File: config.mk
export PLATFORM = sky130hd
export DESIGN_NAME = gpu_rect_fill
export DESIGN_NICKNAME = d
export VERILOG_FILES = /design/src/rtl/gpu_rect_fill.sv
export SDC_FILE = /design/constraint.sdc
export NUM_CORES = 1
export LEC_CHECK = 0
export ABC_AREA = 0
export CORE_MARGIN = 3
export CORE_UTILIZATION = 60
export CTS_CLUSTER_DIAMETER = 200
export DETAILED_ROUTE_END_ITERATION = 6
export PLACE_DENSITY = 0.81
export SYNTH_ARGS = -nofsm -noshare
export SYNTH_HDL_FRONTEND = slang
export SYNTH_SLANG_ARGS = --single-unit
File: constraint.sdc
create_clock -name clk -period 5.75 [get_ports clk]
set_clock_uncertainty 0.1 [all_clocks]
set_input_delay 1.15 -clock clk [delete_from_list [all_inputs] [get_ports clk]]
set_output_delay 1.15 -clock clk [all_outputs]
set_load 0.01 [all_outputs]
File: src/rtl/gpu_rect_fill.sv
// gpu_rect_fill: rectangle / full-screen fill engine and VRAM write-port driver
// for a H_RES x V_RES, DATA_W-bit-per-pixel frame buffer (address = y*H_RES + x).
//
// Ports:
//   clk, rst      - clock, synchronous active-high reset
//   reg_we_i      - register write strobe (one write per cycle it is high)
//   reg_addr_i    - 0=X0 1=Y0 2=W 3=H 4=COLOR 5=CMD (6,7 ignored)
//   reg_data_i    - register write data
//   pix_we_i      - direct CPU pixel write strobe
//   pix_addr_i    - direct pixel address (forwarded unchecked)
//   pix_data_i    - direct pixel data
//   v_we_o        - VRAM write enable (registered)
//   v_addr_o      - VRAM write address (registered, holds when v_we_o=0)
//   v_data_o      - VRAM write data (registered, holds when v_we_o=0)
//   busy_o        - high in SETUP and FILL
//   done_o        - one-cycle pulse when an operation finishes
//
// Strobe semantics: reg_we_i and pix_we_i are single-cycle requests with no
// back-pressure. A pixel strobe is always forwarded the following cycle and
// steals that cycle from the engine; register writes outside IDLE are dropped.
//
// Coordinates are 8 bits wide, which covers the 200x150 frame.

module gpu_rect_fill #(
    parameter int H_RES  = 200,
    parameter int V_RES  = 150,
    parameter int ADDR_W = 15,
    parameter int DATA_W = 8
) (
    input  logic              clk,
    input  logic              rst,
    input  logic              reg_we_i,
    input  logic [2:0]        reg_addr_i,
    input  logic [7:0]        reg_data_i,
    input  logic              pix_we_i,
    input  logic [ADDR_W-1:0] pix_addr_i,
    input  logic [DATA_W-1:0] pix_data_i,
    output logic              v_we_o,
    output logic [ADDR_W-1:0] v_addr_o,
    output logic [DATA_W-1:0] v_data_o,
    output logic              busy_o,
    output logic              done_o
);

    typedef enum logic [1:0] {
        S_IDLE  = 2'd0,
        S_SETUP = 2'd1,
        S_FILL  = 2'd2,
        S_DONE  = 2'd3
    } state_t;

    localparam logic [8:0]        H_RES9 = 9'(H_RES);
    localparam logic [8:0]        V_RES9 = 9'(V_RES);
    localparam logic [ADDR_W-1:0] H_RES_A = ADDR_W'(H_RES);

    state_t state_q;

    // Programming registers
    logic [7:0] x0_q, y0_q, w_q, h_q, color_q;

    // Operation context latched at CMD time / in SETUP
    logic              op_clear_q;
    logic [DATA_W-1:0] fill_color_q;
    logic [7:0]        xs_q, xe_q, ye_q;

    // Next pixel to be written by the engine; cur_y_q == ye_q means finished
    logic [7:0]        cur_x_q, cur_y_q;
    logic [ADDR_W-1:0] row_base_q;

    // SETUP-time bound computation (9-bit sums so X0+W cannot wrap)
    logic [8:0]        x_sum, y_sum;
    logic [7:0]        rect_xe, rect_ye;
    logic              rect_empty;
    logic [7:0]        setup_xs, setup_ys, setup_xe, setup_ye;
    logic              setup_empty;
    logic [ADDR_W-1:0] setup_base;

    always_comb begin
        x_sum      = {1'b0, x0_q} + {1'b0, w_q};
        y_sum      = {1'b0, y0_q} + {1'b0, h_q};
        rect_xe    = (x_sum > H_RES9) ? H_RES9[7:0] : x_sum[7:0];
        rect_ye    = (y_sum > V_RES9) ? V_RES9[7:0] : y_sum[7:0];
        rect_empty = ({1'b0, x0_q} >= H_RES9) || ({1'b0, y0_q} >= V_RES9) ||
                     (w_q == 8'd0) || (h_q == 8'd0);

        if (op_clear_q) begin
            setup_xs    = 8'd0;
            setup_ys    = 8'd0;
            setup_xe    = H_RES9[7:0];
            setup_ye    = V_RES9[7:0];
            setup_empty = 1'b0;
        end else begin
            setup_xs    = x0_q;
            setup_ys    = y0_q;
            setup_xe    = rect_xe;
            setup_ye    = rect_ye;
            setup_empty = rect_empty;
        end
        // The only multiply; it sits in SETUP, the FILL path is add-only.
        setup_base = {{(ADDR_W-8){1'b0}}, setup_ys} * H_RES_A;
    end

    // The engine's "current pixel" view: in SETUP it comes straight from the
    // computed bounds so the first write can be issued on the SETUP edge.
    logic [7:0]        eng_x, eng_y, eng_xs, eng_xe, eng_ye;
    logic [ADDR_W-1:0] eng_base, eng_addr;
    logic              eng_finished, eng_row_end;

    always_comb begin
        eng_x    = cur_x_q;
        eng_y    = cur_y_q;
        eng_xs   = xs_q;
        eng_xe   = xe_q;
        eng_ye   = ye_q;
        eng_base = row_base_q;
        if (state_q == S_SETUP) begin
            eng_x    = setup_xs;
            eng_y    = setup_ys;
            eng_xs   = setup_xs;
            eng_xe   = setup_xe;
            eng_ye   = setup_ye;
            eng_base = setup_base;
        end
        eng_finished = ((state_q == S_SETUP) && setup_empty) || (eng_y == eng_ye);
        eng_row_end  = (eng_x == (eng_xe - 8'd1));
        eng_addr     = eng_base + {{(ADDR_W-8){1'b0}}, eng_x};
    end

    always_ff @(posedge clk) begin
        if (rst) begin
            state_q      <= S_IDLE;
            x0_q         <= '0;
            y0_q         <= '0;
            w_q          <= '0;
            h_q          <= '0;
            color_q      <= '0;
            op_clear_q   <= 1'b0;
            fill_color_q <= '0;
            xs_q         <= '0;
            xe_q         <= '0;
            ye_q         <= '0;
            cur_x_q      <= '0;
            cur_y_q      <= '0;
            row_base_q   <= '0;
            v_we_o       <= 1'b0;
            v_addr_o     <= '0;
            v_data_o     <= '0;
            busy_o       <= 1'b0;
            done_o       <= 1'b0;
        end else begin
            v_we_o <= 1'b0;
            done_o <= 1'b0;

            if (pix_we_i) begin
                v_we_o   <= 1'b1;
                v_addr_o <= pix_addr_i;
                v_data_o <= pix_data_i;
            end

            case (state_q)
                S_IDLE: begin
                    if (reg_we_i) begin
                        case (reg_addr_i)
                            3'd0: x0_q    <= reg_data_i;
                            3'd1: y0_q    <= reg_data_i;
                            3'd2: w_q     <= reg_data_i;
                            3'd3: h_q     <= reg_data_i;
                            3'd4: color_q <= reg_data_i;
                            3'd5: begin
                                if (reg_data_i[1] || reg_data_i[0]) begin
                                    op_clear_q   <= reg_data_i[1];
                                    fill_color_q <= DATA_W'(color_q);
                                    busy_o       <= 1'b1;
                                    state_q      <= S_SETUP;
                                end
                            end
                            default: ;
                        endcase
                    end
                end

                S_SETUP, S_FILL: begin
                    // A pass-through write owns the port this cycle: the
                    // engine holds every pointer and simply retries.
                    if (!pix_we_i) begin
                        if (eng_finished) begin
                            busy_o  <= 1'b0;
                            done_o  <= 1'b1;
                            state_q <= S_DONE;
                        end else begin
                            v_we_o   <= 1'b1;
                            v_addr_o <= eng_addr;
                            v_data_o <= fill_color_q;
                            xs_q     <= eng_xs;
                            xe_q     <= eng_xe;
                            ye_q     <= eng_ye;
                            if (eng_row_end) begin
                                cur_x_q    <= eng_xs;
                                cur_y_q    <= eng_y + 8'd1;
                                row_base_q <= eng_base + H_RES_A;
                            end else begin
                                cur_x_q    <= eng_x + 8'd1;
                                cur_y_q    <= eng_y;
                                row_base_q <= eng_base;
                            end
                            state_q <= S_FILL;
                        end
                    end
                end

                S_DONE: state_q <= S_IDLE;

                default: state_q <= S_IDLE;
            endcase
        end
    end

endmodule

Word-level counts from Yosys, hierarchy flattened
Index checks and enable logic that the tools add are counted. W data, S select, Z words.

Bits in registers: 132. Bits of input ports: 38. Output and inout port bits: 26.

Add/sub/neg operators: 7. Multipliers: 1. Magnitude comparators: 4. Eq/ne operators: 15. Muxes and demuxes: 41. Bitwise logic cells: 3. Reductions and logical operators: 22.

Operator list (number): $mux W8 (17); $mux W15 (6); $add A8 B8 Y9 (2); $gt A9 B8 Y1 const B (2); $reduce_and A3 Y1 (6); $add A8 B1 Y8 const B (2); $eq A8 B8 Y1 (2); $ge A8 B8 Y1 const B (2); $logic_not A8 Y1 (2); $add A15 B8 Y15 (1); $add A15 B8 Y15 const B (1); $mul A8 B5 Y12 const B (1); $mux W1 (12); $mux W2 (4); $ne A2 B2 Y1 const B (4); $reduce_and A4 Y1 (2); $sub A8 B1 Y8 const B (1); $eq A3 B2 Y1 const B (2); $eq A3 B3 Y1 const B (2); $pmux W2 S3 (1); $reduce_and A6 Y1 (1); $logic_or A1 B1 Y1 (5); $eq A2 B2 Y1 const B (2); $eq A3 B1 Y1 const B (1); 10 further kinds (12).

Longest topological paths before layout
Word-level depth: 10. Depth in mapped cells: 21.

Worst setup path before layout
OpenSTA, ideal clock, no wires.

Path type: flip-flop to flip-flop. From: reg x0_q[0]. To: reg cur_y_q[4]. Data arrival time: 4225 ps. Required time: 5533 ps. Path slack: 1307 ps. Cell stages (with the launch flop): 16. Buffers on the path: 0. Clock period less this slack: 4443 ps. Cell sequence: dfxtp_1 > ha_1 > fa_1 > a21o_1 > a221oi_4 > xnor2_2 > and3_1 > a21oi_2 > a22oi_2 > ha_1 > xor2_1 > or3b_4 > a211oi_4 > nand3_4 > or3_1 > a32o_1.

Longest elaborated chain between the ends: 9. Elaborated cells on any way between the ends: 19. Classes of those cells: 2 x add/sub; 2 x order compare; 1 x eq/ne; 7 x mux; 1 x bitwise; 6 x reduce/logical.

RTL lines: from (decl) (RTL line 59) `logic [7:0] x0_q, y0_q, w_q, h_q, color_q;`; from (signal assigned) (RTL line 164) `3'd0: x0_q <= reg_data_i;`; parallel branches: the longest is 9 deep, another holds $add A8 B8 Y9; to (signal assigned) (RTL line 199) `cur_y_q <= eng_y + 8'd1;`; to (signal assigned) (RTL line 203) `cur_y_q <= eng_y;`; to (decl) (RTL line 67) `logic [7:0] cur_x_q, cur_y_q;`.

Parallel ways; which one is timed is not known. A chain may end at the register's enable or synchronous reset.

Final worst setup path
From: reg x0_q[0]. To: reg cur_y_q[3].

The elaborated chain is that of the path after synthesis.

==> run_summary.xml <==
<?xml version="1.0" encoding="UTF-8"?>
<metrics>
  <group name="sta">
    <metric name="maxSlewViolCount" unit="">0</metric>
    <metric name="timing.slew.headroom" unit="%">22.9</metric>
    <metric name="max_freq" unit="MHz">196</metric>
    <metric name="timing.hold.ws" unit="ns">0.352</metric>
    <metric name="min_period_over_period" unit="%">88.5</metric>
    <metric name="timing.final.setup_violations" unit="">0</metric>
    <metric name="tightestPinTransition" unit="ns">1.16</metric>
    <metric name="final_hold_violating_endpoints" unit="">0</metric>
    <metric name="fin_crit" unit="ns">5.09</metric>
    <metric name="rsz_0062_raised_after_global_routing" unit="">no</metric>
    <metric name="final.setup.tns" unit="ns">0</metric>
  </group>
  <group name="drt">
    <metric name="post_drt_via_cell_ratio" unit="">6.25</metric>
    <metric name="route.final.wire_length" unit="um">23300</metric>
    <metric name="routed-via-count" unit="">8137</metric>
    <metric name="avgRoutedWirePerCell" unit="um">17.9</metric>
    <metric name="detail-route-antenna-nets" unit="">0</metric>
    <metric name="drt_iter0_drc" unit="">630</metric>
    <metric name="route.detailed.drc" unit="">19</metric>
    <metric name="drtPass1Iterations" unit="">7</metric>
  </group>
  <group name="clocking">
    <metric name="clk_root_buffer_cell" unit="">sky130_fd_sc_hd__clkbuf_16</metric>
    <metric name="cts_hold_repair.buffers" unit="">0</metric>
    <metric name="cts-buffers-inserted" unit="">17</metric>
    <metric name="cts_post_setup_buffers_inserted" unit="">0</metric>
    <metric name="clock_tree.buffer_depth" unit="">2</metric>
    <metric name="cts.reportedPaths.clkPinSlew" unit="ns">0.07</metric>
    <metric name="clock-sinks" unit="">132</metric>
    <metric name="cts_max_level" unit="">4</metric>
    <metric name="clock_latency" unit="ns">0.43</metric>
    <metric name="cts_tree" unit="">done</metric>
    <metric name="ctsResizeCount" unit="">0</metric>
  </group>
  <group name="yosys">
    <metric name="synth_top_family_by_area" unit="">simple AND/OR/NAND/NOR gates</metric>
    <metric name="synth_cells" unit="">1075</metric>
    <metric name="synth.top_cells.by_area" unit="">sky130_fd_sc_hd__dfxtp_1, sky130_fd_sc_hd__ha_1, sky130_fd_sc_hd__mux2i_1, sky130_fd_sc_hd__nor2_1, sky130_fd_sc_hd__nand2_1</metric>
    <metric name="syn-mean-instance-area" unit="um^2">8.30</metric>
    <metric name="post_synth_instance_area" unit="mm^2">0.00893</metric>
    <metric name="synth.most_common_cell" unit="">sky130_fd_sc_hd__dfxtp_1</metric>
    <metric name="synthTopCellsByCount" unit="">sky130_fd_sc_hd__dfxtp_1, sky130_fd_sc_hd__nor2_1, sky130_fd_sc_hd__nand2_1</metric>
    <metric name="synth_compound_area_share" unit="%">20.2</metric>
    <metric name="yosysSeqAreaShare" unit="%">29.6</metric>
    <metric name="synth_fa_ha_area_share" unit="%">9.34</metric>
    <metric name="yosys.area_share.simple" unit="%">21.4</metric>
    <metric name="synth_edf_count" unit="">0</metric>
    <metric name="synth_xor_xnor_area_share" unit="%">4.60</metric>
    <metric name="synthDistinctLibCells" unit="">92</metric>
    <metric name="synth.yosys.warnings" unit="">0</metric>
    <metric name="yosys.area.top_type" unit="">sky130_fd_sc_hd__dfxtp_1</metric>
    <metric name="ys_seq_elements" unit="">132</metric>
    <metric name="synth_ff_type" unit="">sky130_fd_sc_hd__dfxtp_1</metric>
    <metric name="fraction_of_registers_with_async_set_or_reset_after_synthesis" unit="%">0</metric>
    <metric name="synth_fp_nets" unit="">1176</metric>
    <metric name="synth.mux.area_fraction" unit="%">9.85</metric>
    <metric name="synth.top_cell.area_share" unit="%">29.6</metric>
  </group>
  <group name="floorplan">
    <metric name="initial_utilization" unit="%">62.8</metric>
    <metric name="fp.dieW" unit="um">128</metric>
    <metric name="std_cell_rows" unit="">43</metric>
    <metric name="floorplan.io_pins" unit="">64</metric>
    <metric name="die_y" unit="um">128</metric>
    <metric name="die-area" unit="mm^2">0.0164</metric>
    <metric name="placeableCoreArea" unit="mm^2">0.0142</metric>
  </group>
  <group name="critical_path">
    <metric name="timing.critical_path.required" unit="ns">6.00</metric>
    <metric name="critical_path.max_fanout" unit="">18</metric>
    <metric name="critical_path_class" unit="">register to register</metric>
    <metric name="critical_path.startpoint_type" unit="">register</metric>
    <metric name="worstSetupEndpointType" unit="">register</metric>
    <metric name="r2r_slack" unit="ns">0.66</metric>
    <metric name="crit_arrival" unit="ns">5.34</metric>
  </group>
  <group name="global_routing">
    <metric name="grt_pass1_wl" unit="um">38100</metric>
    <metric name="antenna_found_initial" unit="">0</metric>
    <metric name="grt_max_degree" unit="">71</metric>
    <metric name="via_count_of_the_first_global_routing_pass" unit="">7550</metric>
    <metric name="gr-usage-all-layers" unit="%">28.7</metric>
    <metric name="grt_overflow" unit="">0</metric>
  </group>
  <group name="cells_and_area">
    <metric name="fillers" unit="">1105</metric>
    <metric name="area.growth.synth_to_final" unit="%">14.1</metric>
    <metric name="final_layout_size_suffix_gt1_share" unit="%">7.31</metric>
    <metric name="diodes" unit="">0</metric>
    <metric name="num-nets-final" unit="">1210</metric>
  </group>
  <group name="power">
    <metric name="max_vdd_drop" unit="uV">238</metric>
    <metric name="cellPowerDensity" unit="mW/mm^2">329</metric>
    <metric name="total_leakage_power" unit="nW">4.26</metric>
  </group>
  <group name="status">
    <metric name="violations_in_the_final_reports" unit="">design-rule violations</metric>
    <metric name="outcome" unit="">complete, but fails checks</metric>
  </group>
  <group name="run">
    <metric name="max_cap_violations" unit="">0</metric>
  </group>
  <group name="placement">
    <metric name="detailed_place_hpwl" unit="um">16400</metric>
    <metric name="port-buffer-count" unit="">63</metric>
    <metric name="place.gp.congestion" unit="">0.948</metric>
  </group>
  <group name="min_path">
    <metric name="holdCritPathClass" unit="">register to register</metric>
  </group>
</metrics>
==> area by class of cell <==
class	instances	area, um^2	area share, %
multi-input cells	832	5850	57.5
flip-flops and latches	132	2640	25.9
repair buffers	71	701	6.88
clock buffers	18	429	4.21
well taps	180	225	2.21
inverters	55	206	2.03
clock inverters	14	128	1.25
==> critical path, cell delays in order, from the launching register on <==
cell,delay (ns)
sky130_fd_sc_hd__dfxtp_1,0.35
sky130_fd_sc_hd__ha_1,0.27
sky130_fd_sc_hd__fa_1,0.44
sky130_fd_sc_hd__a21o_1,0.25
sky130_fd_sc_hd__a221oi_4,0.33
sky130_fd_sc_hd__xnor2_2,0.19
sky130_fd_sc_hd__and3_1,0.24
sky130_fd_sc_hd__a21oi_2,0.09
sky130_fd_sc_hd__a22oi_2,0.24
sky130_fd_sc_hd__ha_1,0.28
sky130_fd_sc_hd__xor2_1,0.17
sky130_fd_sc_hd__or3b_4,0.41
sky130_fd_sc_hd__a211oi_4,0.53
sky130_fd_sc_hd__and3_1,0.74
sky130_fd_sc_hd__a41oi_1,0.18
sky130_fd_sc_hd__o21ai_0,0.19
==> logic make-up (layout without fill, tap and decap cells) <==
kind of cell,Yosys count,in the layout
and+or+nand+nor,389,389
AOI/OAI and AO/OA,248,248
DFF,132,132
buffers and inverters,111,158
muxes,86,86
adders and majority gates,63,63
xor gates and xnor gates,46,46
==> path summary, 6_finish.rpt <==
path,from,endpoint,cells past startpoint
setup / recovery,x0_q[0],cur_y_q[3],15
hold / removal,xs_q[0],xs_q[0],2
setup reg to reg,x0_q[0],cur_y_q[3],15
hold reg to reg,xs_q[0],xs_q[0],2
==> layer usage <==
layer | track usage [%] | vias to the layer above | wire length, um
met3 | 5.83 | 36 | 1880
li1 | - | 3977 | -
met5 | 0 | - | 0
met4 | 8.36 | 0 | 512
met2 | 46.7 | 343 | 10900
met1 | 38.8 | 3781 | 10000
==> per-stage QoR <==
stage                     std cells  power [W]  setup WS (ns)  instance area (um^2)  util (%)
after global routing           1302    0.00352          0.395                 10200      71.7
after global placement         1270    0.00229          0.850                  9630      67.8
after CTS                      1302    0.00334          0.737                 10200      71.7
after detailed placement       1270    0.00231          0.762                  9630      67.8
final                          1302    0.00335          0.660                 10200      71.7
after floorplan                1075    0.00199           1.31                  8930         -
==> state kept, by name, summed over array words and instances, names as in the netlist <==
signal / count
y0_q: 8
xs_q: 8
w_q: 8
fill_color_q: 8
cur_x_q: 8
color_q: 8
ye_q: 8
op_clear_q: 1
v_we_o: 1
xe_q: 8
v_addr_o: 15
x0_q: 8
h_q: 8
done_o: 1
cur_y_q: 8
busy_o: 1
state_q: 2
v_data_o: 8
row_base_q: 15
==> cell usage in the layout, fill, tap and decap left out, types with 6 or more instances in the layout <==
master,n
sky130_fd_sc_hd__dfxtp_1,132
sky130_fd_sc_hd__nor2_1,130
sky130_fd_sc_hd__nand2_1,88
sky130_fd_sc_hd__mux2i_1,71
sky130_fd_sc_hd__clkdlybuf4s50_1,62
sky130_fd_sc_hd__a21oi_1,56
sky130_fd_sc_hd__ha_1,56
sky130_fd_sc_hd__inv_1,53
sky130_fd_sc_hd__xnor2_1,33
sky130_fd_sc_hd__nand4_1,33
sky130_fd_sc_hd__nand3_1,30
sky130_fd_sc_hd__o21ai_0,27
sky130_fd_sc_hd__a211oi_1,25
sky130_fd_sc_hd__nor2b_1,20
sky130_fd_sc_hd__clkbuf_16,17
sky130_fd_sc_hd__a21o_1,15
sky130_fd_sc_hd__nor3_1,15
sky130_fd_sc_hd__xor2_1,12
sky130_fd_sc_hd__mux2_2,12
sky130_fd_sc_hd__and3_1,11
sky130_fd_sc_hd__a22oi_1,11
sky130_fd_sc_hd__nor4_1,9
sky130_fd_sc_hd__nand2b_1,8
sky130_fd_sc_hd__o21ai_1,8
sky130_fd_sc_hd__a31oi_1,8
sky130_fd_sc_hd__inv_6,8
sky130_fd_sc_hd__buf_4,8
sky130_fd_sc_hd__or3_1,7
sky130_fd_sc_hd__or4_1,7
sky130_fd_sc_hd__o21a_1,6
sky130_fd_sc_hd__o211ai_1,6
sky130_fd_sc_hd__o2111ai_1,6
sky130_fd_sc_hd__o311ai_0,6
sky130_fd_sc_hd__fa_1,6
==> where the power goes <==
| part | leakage (nW) | internal, W | switching, W | total [W] |
|---|---|---|---|---|
| combinational | 2.92 | 0.000481 | 0.000798 | 0.00128 |
| sequential | 1.07 | 0.000994 | 0.0000477 | 0.00104 |
| clock | 0.269 | 0.000571 | 0.000458 | 0.00103 |
| total | 4.26 | 0.00204 | 0.00130 | 0.00335 |
(Power assumes the default switching activity.)
==> RTL change 1: new RTL, same flow settings <==
Encoding of `state_t`: now one-hot (4 bits for 4 states).
--- a/src/rtl/gpu_rect_fill.sv
+++ b/src/rtl/gpu_rect_fill.sv
@@ -44,7 +44,7 @@
 
-    typedef enum logic [1:0] {
-        S_IDLE  = 2'd0,
-        S_SETUP = 2'd1,
-        S_FILL  = 2'd2,
-        S_DONE  = 2'd3
+    typedef enum logic [3:0] {
+        S_IDLE  = 4'b0001,
+        S_SETUP = 4'b0010,
+        S_FILL  = 4'b0100,
+        S_DONE  = 4'b1000
     } state_t;
Check against the original RTL: same outputs for any inputs over 4 cycles, from zero or initial values and one cycle with rst high; so few cycles prove little.
==> RTL change 1 against the unedited design <==
- count of clock-buffer cells in the layout is the same
- first-iteration DRC count shrank 13%
- global-route usage grew 0.50 points
- setup slack gained 130 ps
- area after synthesis grew 3.2%
- sequential cell count grew 2
- critical path depth grew 2
- fmax grew 2.6%
- design area grew 3.0%
- worst hold slack gained 3.1 ps
- routed wire length grew 4.2%
- largest cell class unchanged
Power is not compared: it rests on default switching activity, and its combinational part moved more than twofold at a synthesized area within 25%.
==> RTL change 1: results <==
metrics = {
    "clock_tree": {
        "clk-insertion-delay-late_ps": 430,
        "cts_root_buf": "clkbuf_16",
        "postCtsSetupRepairBufs": 0,
        "cts_buffers": 17,
        "cts_buffer_depth": 2,
        "clk_pin_slew_ps": 60,
        "cts-resized-gates": 0,
    },
    "worst_setup_path": {
        "r2r_start": "op_clear_q",
        "critical_path_arrival_ps": 5190,
        "r2r_cells": 17,
        "r2r_setup_slack_ps": 790,
        "cp_max_fo": 16,
        "r2r_end": "v_addr_o[14]",
    },
    "detailed_routing": {
        "drt_iter0_drc": 547,
        "wl_per_cell_um": 18.6,
        "viasPerCell": 6.42,
        "drt_pass1_iterations": 5,
    },
    "global_route": {
        "grt_util_all_layers": 0.292,
        "grt_max_degree": 86,
        "grt_pass1_wl_um": 39700,
        "grt_pass1_vias": 7921,
    },
    "run_status": {
        "status": "finished clean",
    },
    "synth": {
        "seq_area_frac_synth": 0.291,
        "yosys_warnings": 0,
        "yosys-top-cells-count": "nor2_1, dfxtp_1, mux2i_1",
        "synth_cell_type_count": 94,
        "synth.area.top_cells": "dfxtp_1, mux2i_1, ha_1",
    },
    "placed_design": {
        "gp_congestion": 0.924,
        "portBuffers": 63,
        "dp_hpwl_um": 17400,
    },
    "power": {
        "peakVddDrop_mv": 0.257,
        "power.leakage_nw": 4.45,
    },
    "timing": {
        "period_needed_ps": 4960,
        "worstMarginPinSlew_ps": 950,
    },
    "final_layout": {
        "drive_gt1_frac": 0.0749,
        "fillCellCount": 1156,
    },
    "hold_path": {
        "hp-class": "register to register",
    },
}
[RTL change 1: changes by cell type after synthesis, moves of 12 or more]
| cell | change |
|---|---|
| nand4_1 | -19 |
| inv_1 | -18 |
| mux2_2 | -12 |
| nor3_1 | +16 |
| nand2_1 | -31 |
| nor4_1 | +14 |
[RTL change 1: worst min path at each step]
stage | startpoint | end | slack (ps) | depth (start not counted)
after floorplan | cur_y_q[3] | cur_y_q[3] | 320 | 2
after global placement | cur_y_q[3] | cur_y_q[3] | 340 | 2
after detailed placement | xs_q[2] | xs_q[2] | 350 | 2
after CTS | xs_q[2] | xs_q[2] | 350 | 2
after global routing | xe_q[3] | xe_q[3] | 390 | 2
final | xs_q[2] | xs_q[2] | 350 | 2
[RTL change 1: per-layer routing]
metal  GRT usage  wire length, um  up-vias
met5           0                0        -
met4      0.0911              408        0
met3      0.0888             1930       40
met2       0.476            11100      327
met1       0.374            10900     3941
li1            -                -     4074
[RTL change 1: logic make-up (layout without fill, tap and decap cells)]
group | count (synthesis) | in the layout | share of synthesized area
AOI/OAI and AO/OA | 259 | 259 | 0.210
xor gates and xnor gates | 38 | 38 | 0.0382
adders and majority gates | 60 | 60 | 0.0864
buffers and inverters | 99 | 142 | 0.0472
DFF | 134 | 134 | 0.291
muxes | 76 | 76 | 0.0826
and+or+nand+nor | 412 | 412 | 0.245
[RTL change 1: layout make-up]
type	instances	area share
Multi-Input combinational cell	845	0.583
Clock inverter	12	0.0149
Timing Repair Buffer	76	0.0704
Tap cell	184	0.0220
Clock buffer	18	0.0409
Inverter	36	0.0129
Sequential cell	134	0.256
[RTL change 1: stage by stage]
step | std cells | hold WS (ps) | power, mW | area (um2) | setup slack (ps)
after floorplan | 1078 | 320 | 1.08 | 9210 | 1330
after global placement | 1275 | 336 | 1.16 | 9900 | 973
after detailed placement | 1275 | 345 | 1.16 | 9900 | 851
after CTS | 1305 | 354 | 2.25 | 10500 | 785
after global routing | 1305 | 393 | 2.31 | 10500 | 362
final | 1305 | 355 | 2.24 | 10500 | 789
[RTL change 1: power by group through the flow]
| stage | Sequential (mW) | Combinational, mW | Clock, mW |
|---|---|---|---|
| after floorplan | 0.982 | 0.0965 | 0 |
| after global placement | 0.980 | 0.176 | 0 |
| after detailed placement | 0.981 | 0.178 | 0 |
| after CTS | 0.961 | 0.181 | 1.11 |
| after global routing | 0.963 | 0.197 | 1.15 |
| final | 0.961 | 0.182 | 1.10 |
[RTL change 1: worst max-delay path: stages (launching register included)]
cell	delay (ps)
dfxtp_1	760
nand2b_1	250
inv_1	110
ha_1	300
ha_1	310
fa_1	460
ha_1	340
nor2b_1	160
o21ai_0	200
a21oi_1	130
o21ai_0	200
a21boi_0	130
o31ai_1	370
or3b_1	420
nor2_1	130
xor2_1	160
mux2i_1	90
a211oi_1	260
==> RTL change 2: new RTL, same flow settings <==
Made on the original files. Change the parameter `ADDR_W` from 15 to 16.
--- a/src/rtl/gpu_rect_fill.sv
+++ b/src/rtl/gpu_rect_fill.sv
@@ -26,3 +26,3 @@
     parameter int V_RES  = 150,
-    parameter int ADDR_W = 15,
+    parameter int ADDR_W = 16,
     parameter int DATA_W = 8
Ports: changed (resized pix_addr_i and v_addr_o); port bits go from 64 to 66. No check against the original RTL was run, so the function may have changed too.
==> RTL change 2 against the unedited design <==
- via count rose by 6.5%
- largest power group unchanged
- clock power about the same
- sequential cell count rose by 2
- setup slack lost 19 ps
- critical path depth shrank 1
- fmax decreased by 0.36%
- design area grew 2.7%
- sequential share of layout area fell by 0.31 points
- power rose by 6.0%
- routed wire length increased by 4.6%
- critical endpoint is now row_base_q[14]
- area after synthesis rose by 2.1%
- cell count is 4.3% higher
==> RTL change 2: results <==
metrics = {
    "placed_design": {
        "placement.cell_area_mm2": 0.00991,
        "gp_congestion": 0.944,
        "dp_hpwl_um": 17500,
        "portBuffers": 65,
    },
    "final_layout": {
        "reg_top3": "row_base_q x16, v_addr_o x16",
        "nNetsFinal": 1266,
        "drive_gt1_frac": 0.0698,
        "fillCellCount": 1180,
    },
    "global_route": {
        "grt_pass1_vias": 8048,
        "grt_pass1_wl_um": 40200,
        "grt_util_all_layers": 0.299,
        "grt_max_degree": 88,
    },
    "synth": {
        "synth_cell_type_count": 77,
        "yosys-top-cells-count": "nor2_1, dfxtp_1, mux2i_1",
        "synth_fp_nets": 1228,
        "synth.area.top_cells": "dfxtp_1, mux2i_1, ha_1",
        "seq_area_frac_synth": 0.294,
        "synth-main-ff-cell": "dfxtp_1",
    },
    "worst_setup_path": {
        "r2r_setup_slack_ps": 640,
        "cpPeakStageDelay_ps": 570,
        "r2r_start": "y0_q[0]",
        "cp_max_fo": 38,
        "critical_path_arrival_ps": 5380,
        "r2r_end": "row_base_q[14]",
        "cp_top_family": "simple AND/OR/NAND/NOR gates",
        "cp_slowest_cell": "o311ai_0",
    },
    "detailed_routing": {
        "drt_iter0_drc": 696,
        "drt_pass1_iterations": 5,
        "wl_per_cell_um": 18.0,
        "vias": 8667,
        "wirelength_um": 24400,
    },
    "power": {
        "power.leakage_nw": 4.20,
        "peakVddDrop_mv": 0.251,
    },
    "run_status": {
        "status": "finished clean",
    },
    "timing": {
        "hold_ws_ps": 352,
    },
}
[RTL change 2: changes by cell type after synthesis, sizes merged, moves of 15 or more]
cell	delta
nor2	+15
o21ai	+19
clkbuf	+17
nand2	-16
nand4	-22
a211oi	+20
[RTL change 2: worst max path at each step]
stage                       start        endpoint  slack (ps)
after CTS                 y0_q[0]  row_base_q[14]         680
final                     y0_q[0]  row_base_q[14]         640
after detailed placement  y0_q[0]  row_base_q[14]         750
after floorplan           x0_q[0]  row_base_q[14]        1490
after global routing      y0_q[0]      cur_y_q[3]         260
after global placement    y0_q[0]  row_base_q[14]         800
[RTL change 2: per-layer routing]
metal	GRT usage	up-vias	wire length, um
met4	0.109	0	601
li1	-	4195	-
met5	0	-	0
met2	0.478	311	11400
met3	0.0552	54	1580
met1	0.404	4107	10800
[RTL change 2: report_power, final]
part	total, mW	switching, mW	internal [mW]
Combinational	1.45	0.903	0.549
Sequential	1.07	0.0543	1.02
Clock	1.03	0.454	0.574
Total	3.55	1.41	2.14
[RTL change 2: area by class of cell]
| type | count | area share |
|---|---|---|
| Clock inverter | 14 | 0.0111 |
| Multi-Input combinational cell | 868 | 0.572 |
| Inverter | 57 | 0.0205 |
| Tap cell | 184 | 0.0220 |
| Timing Repair Buffer | 83 | 0.0761 |
| Clock buffer | 18 | 0.0420 |
| Sequential cell | 134 | 0.256 |
[RTL change 2: cells by family after synthesis]
kind of cell,after synthesis,share of synthesized area
compound gates,290,0.219
xor+xnor,43,0.0413
fa+ha+maj,66,0.0956
buf+inv,121,0.0509
flops,134,0.294
mux,84,0.0932
simple gates,385,0.206
[RTL change 2: metrics by stage]
step	util	worst slack, ps
2_1_floorplan	-	1490
3_3_place_gp	0.674	797
3_5_place_dp	0.674	751
4_1_cts	0.712	679
5_1_grt	0.712	258
6_report	0.712	642
[RTL change 2: worst min-delay path, cell delays in order (launching register included)]
cell and delay [ps]:
dfxtp_1 310, nand2_1 50, a21oi_1 50
